## src/rtl/i2c_pkg.sv

```systemverilog
// Shared definitions for the I2C register controller: FSM state encoding
// and the default register-file geometry and device ID.
package i2c_pkg;

    localparam int         NUM_REGS_DEFAULT = 8;
    localparam logic [7:0] DEV_ID_DEFAULT   = 8'hA5;

    typedef enum logic [1:0] {
        ST_IDLE       = 2'd0,
        ST_GET_PTR    = 2'd1,
        ST_WRITE_DATA = 2'd2,
        ST_DISCARD    = 2'd3
    } state_t;

endpackage

```

## src/rtl/edge_det.sv

```systemverilog
// Rising-edge detector for a level input. The history flop resets to 1 so a
// level that is already high when reset releases produces no pulse.
module edge_det (
    input  logic clk,
    input  logic reset,
    input  logic sig,
    output logic pulse
);

    logic prev_reg;

    // Remember last cycle's level.
    always_ff @(posedge clk) begin
        if (reset) begin
            prev_reg <= 1'b1;
        end else begin
            prev_reg <= sig;
        end
    end

    assign pulse = sig & ~prev_reg;

endmodule

```

## src/rtl/i2c_reg_ctrl.sv

```systemverilog
// I2C register controller: the first byte after a start selects a register
// pointer, following bytes are written to auto-incrementing registers.
// Register 0 holds a read-only device ID; register 7 written with 8'h00
// clears the sticky error flag.
module i2c_reg_ctrl
    import i2c_pkg::*;
#(
    parameter int         NUM_REGS = NUM_REGS_DEFAULT,
    parameter logic [7:0] DEV_ID   = DEV_ID_DEFAULT
) (
    input  logic                  clk,
    input  logic                  reset,
    input  logic [7:0]            rx_data_i,
    input  logic                  rx_valid_i,
    input  logic                  start_i,
    input  logic                  stop_i,
    output logic [8*NUM_REGS-1:0] regs_o,
    output logic                  wr_strobe_o,
    output logic [2:0]            wr_addr_o,
    output logic                  busy_o,
    output logic                  err_o
);

    state_t     state_reg, state_next;
    logic [2:0] ptr_reg, ptr_next;
    logic       err_reg, err_next;
    logic       wr_strobe_reg, wr_strobe_next;
    logic [2:0] wr_addr_reg, wr_addr_next;
    logic       wr_en;
    logic       byte_event;
    logic [7:0] regs_reg [NUM_REGS];

    edge_det u_edge_det (
        .clk   (clk),
        .reset (reset),
        .sig   (rx_valid_i),
        .pulse (byte_event)
    );

    // Control state register.
    always_ff @(posedge clk) begin
        if (reset) begin
            state_reg     <= ST_IDLE;
            ptr_reg       <= 3'd0;
            err_reg       <= 1'b0;
            wr_strobe_reg <= 1'b0;
            wr_addr_reg   <= 3'd0;
        end else begin
            state_reg     <= state_next;
            ptr_reg       <= ptr_next;
            err_reg       <= err_next;
            wr_strobe_reg <= wr_strobe_next;
            wr_addr_reg   <= wr_addr_next;
        end
    end

    // Next-state logic: start overrides everything (the byte is dropped);
    // otherwise the byte is handled in the current state and stop then
    // forces IDLE, so a byte coincident with stop is still written.
    always_comb begin
        state_next     = state_reg;
        ptr_next       = ptr_reg;
        err_next       = err_reg;
        wr_strobe_next = 1'b0;
        wr_addr_next   = wr_addr_reg;
        wr_en          = 1'b0;
        if (start_i) begin
            state_next = ST_GET_PTR;
        end else begin
            if (byte_event) begin
                case (state_reg)
                    ST_GET_PTR: begin
                        if (rx_data_i[7:3] == 5'd0) begin
                            ptr_next   = rx_data_i[2:0];
                            state_next = ST_WRITE_DATA;
                        end else begin
                            err_next   = 1'b1;
                            state_next = ST_DISCARD;
                        end
                    end
                    ST_WRITE_DATA: begin
                        if (ptr_reg == 3'd0) begin
                            // Device ID is read-only: flag it, skip the write.
                            err_next = 1'b1;
                        end else begin
                            wr_en          = 1'b1;
                            wr_strobe_next = 1'b1;
                            wr_addr_next   = ptr_reg;
                            if (ptr_reg == 3'd7 && rx_data_i == 8'h00) begin
                                err_next = 1'b0;
                            end
                        end
                        ptr_next = ptr_reg + 3'd1;
                    end
                    default: begin
                    end
                endcase
            end
            if (stop_i) begin
                state_next = ST_IDLE;
            end
        end
    end

    // Register file, one flop group per register, flattened onto regs_o.
    generate
        for (genvar gi = 0; gi < NUM_REGS; gi++) begin : g_regs
            always_ff @(posedge clk) begin
                if (reset) begin
                    regs_reg[gi] <= (gi == 0) ? DEV_ID : 8'h00;
                end else if (gi != 0 && wr_en && ptr_reg == 3'(gi)) begin
                    regs_reg[gi] <= rx_data_i;
                end
            end
            assign regs_o[8*gi +: 8] = regs_reg[gi];
        end
    endgenerate

    assign wr_strobe_o = wr_strobe_reg;
    assign wr_addr_o   = wr_addr_reg;
    assign busy_o      = (state_reg != ST_IDLE);
    assign err_o       = err_reg;

endmodule
```

## config.mk

```make
export PLATFORM = sky130hd
export DESIGN_NAME = i2c_reg_ctrl
export DESIGN_NICKNAME = d
export VERILOG_FILES = /design/src/rtl/i2c_pkg.sv /design/src/rtl/edge_det.sv /design/src/rtl/i2c_reg_ctrl.sv
export SDC_FILE = /design/constraint.sdc
export NUM_CORES = 1
export LEC_CHECK = 0
export BUFFER_PORTS_ARGS = -buffer_cell sky130_fd_sc_hd__buf_2
export CELL_PAD_IN_SITES_DETAIL_PLACEMENT = 0
export CELL_PAD_IN_SITES_GLOBAL_PLACEMENT = 1
export CORE_MARGIN = 5
export CORE_UTILIZATION = 44
export CTS_CLUSTER_SIZE = 10
export DETAILED_ROUTE_END_ITERATION = 8
export GPL_ROUTABILITY_DRIVEN = 1
export GPL_TIMING_DRIVEN = 0
export PLACE_DENSITY_LB_ADDON = 0.05
export SYNTH_ARGS = -nofsm -noshare
export SYNTH_HDL_FRONTEND = slang
export SYNTH_SLANG_ARGS = --single-unit
```

## constraint.sdc

```tcl
create_clock -name clk -period 5 [get_ports clk]
set_input_delay 0.25 -clock clk [delete_from_list [all_inputs] [get_ports clk]]
set_output_delay 0.25 -clock clk [all_outputs]
set_load 0.01 [all_outputs]
```

==> flow_summary.toml <==
[synthesis]
syn-mean-instance-area_um2 = 14.1
yosys_warnings = 0
ys_types = 37
synth_common_cells = "56 x edfxtp_1, 36 x and2_1, 16 x and3_1, 11 x dfxtp_1, 9 x ha_1"
yosysMostFrequentCell = "edfxtp_1"
yosysTopAreaCell = "edfxtp_1"
synth_area_um2 = 2940
ys_ff_latch = 67
seq_area_frac_synth = 0.647
ys_top_cells_by_area = "edfxtp_1 57%, and2_1 7.7%, dfxtp_1 7.5%"
postSynth.asyncResetShare = 0
syn_inst = 208
synth_top_cell_area_share = 0.572
synth_flop_cell = "edfxtp_1"
synth-edff-count = 56

[grt]
first_global_vias = 1863
grt_pass1_wl_um = 9890
grt_max_degree = 14
antenna_found_initial = 0
overflow = 0
grt_usage = 0.156

[routing]
viasPerCell = 4.88
ant_nets = 0
dr_total_vias = 1853
drt_iter0_markers = 80
drt_wl_total_um = 6430
drc_errors = 0
dr.pass1.iters = 4
wire_per_inst_um = 16.9

[layout]
areaGrowthSynthToFinish_pct = 23.3
drive_gt1_frac = 0.406
fin_nets = 320
largest_register_ffs = 56
diodes = 0

[clocking]
clockBufferDepth = 2
cts-hold-fix-buffers = 0
cts_setup_buffers = 0
cts_sinks = 67
clkTransAtPathRegs_ps = 70
cts_buffers = 9
insertion_delay_ps = 340
cts_tree = "done"
h-tree-depth = 3
cts_resized = 0
clockRootBuffer = "clkbuf_8"

[floorplan]
dieArea_um2 = 8420
core_um2 = 6420
start_util = 0.458
fp-row-count = 29
die_width_um = 91.7
die_h_um = 91.7
ioPinCount = 83

[sta]
finalHoldViolCount = 0
slew_viol_final = 0
finalSetupTns_ps = 0
fmax_mhz = 447
final-setup-viol-count = 0
fin_crit_ps = 2240
post-route-period-util = 0.448
worst_slew_pin_slew_ps = 559
rsz0062_at_grt = "no"
fin_worst_skew_ps = 11.6
layout_setup_ws_ps = 2760
maxSlewHeadroom = 0.626

[run_status]
outcome = "completed"

[power]
pwr-share-clk = 0.389
peakVddDrop_mv = 0.157
intPower_mw = 0.879
power_frac_seq = 0.544
p_sw_frac = 0.233
power_density_nw_per_um2 = 316
leakage_nw = 1.63
p_sw_mw = 0.267
combPwrFrac = 0.067

[setup_path]
crit_type = "flip-flop to flip-flop"
path_cells = "inv_1 > ha_1 > nor2b_2 > nor3_4 > a21o_1"
cp_slowest_stage_delay_ps = 500
crit_start = "ptr_reg[0]"
cp_slowest_cell = "nor3_4"
arrival_ps = 2250
reg2reg_from = "ptr_reg[0]"
end_kind = "flip-flop"
crit_required_ps = 5010
critPathLaunchType = "flip-flop"
crit_fanout = 10

[min_path]
hp-start = "stop_i"
min_path_type = "input port to flip-flop"

[place]
gp_congestion = 0.771
port_buffers = 73
dp_slack_ps = 2800
dp_hpwl_um = 4310

[flow_run]
cap_viol_max_count = 0
layout by cell type, fill, tap and decap left out, types with 4 or more instances in the layout:
master     n
nand3b_1   4
inv_1      8
buf_2     75
clkbuf_8   9
and2_2     4
ha_1       9
edfxtp_1  56
conb_1     8
mux2i_1    4
nor2_1     5
dfxtp_1   11
a31o_2     5
and2_1    36
and3_1    16
a21oi_1    7
buf_4      8
power groups by stage:
stage | Combinational (mW) | Clock (mW) | Sequential, mW
3_3_place_gp | 0.0763 | 0 | 0.636
5_1_grt | 0.0828 | 0.485 | 0.625
3_5_place_dp | 0.0768 | 0 | 0.637
6_report | 0.0766 | 0.445 | 0.624
4_1_cts | 0.0772 | 0.455 | 0.624
2_1_floorplan | 0.0302 | 0 | 0.645
routing by layer:
metal / global-route usage / vias to the layer above / wire (um)
li1: - / 920 / -
met1: 0.184 / 859 / 2560
met2: 0.270 / 65 / 3310
met3: 0.0434 / 9 / 471
met4: 0.0656 / 0 / 95
met5: 0 / - / 0
worst max-delay path, delay by kind of cell, from the launching register on:
kind | cells | cell delay (ps)
buffers and inverters | 1 | 120
AND/OR/NAND/NOR | 2 | 700
AO/OA/AOI/OAI | 1 | 400
flip-flops | 1 | 450
adder cells (fa/ha/maj) | 1 | 250
path summary, 6_finish.rpt:
kind,to,slack [ps],depth (start not counted)
setup reg to reg,regs_reg[1][27],2760,5
setup / recovery,regs_reg[1][27],2760,5
hold / removal,state_reg[1],100,2
hold reg to reg,wr_addr_o[0],500,2
layout make-up:
| type | instances | area (um^2) |
|---|---|---|
| fill | 546 | 2800 |
| sequential | 67 | 1900 |
| multi-input combinational | 124 | 911 |
| timing repair buffer | 73 | 365 |
| clock buffer | 9 | 124 |
| buffer | 15 | 120 |
| tap | 77 | 96.3 |
| clock inverter | 7 | 76.3 |
| inverter | 8 | 30.0 |
kinds of logic after synthesis:
| logic type | after synthesis | share of synthesized area |
|---|---|---|
| adders and majority gates | 9 | 0.0383 |
| other | 2 | 0.00255 |
| buffers and inverters | 23 | 0.0511 |
| muxes | 4 | 0.0136 |
| and+or+nand+nor | 80 | 0.189 |
| AOI/OAI and AO/OA | 23 | 0.0592 |
| DFF | 67 | 0.647 |
through the flow:
stage,cell area [um^2],hold slack (ps),cells,power [mW],utilization
2_1_floorplan,2960,333,214,0.676,-
3_3_place_gp,3420,455,364,0.712,0.533
3_5_place_dp,3420,462,364,0.713,0.533
4_1_cts,3620,94.7,380,1.16,0.564
5_1_grt,3620,94.0,380,1.19,0.564
6_report,3620,103,380,1.15,0.564
Power figures use the tool's default switching activity.
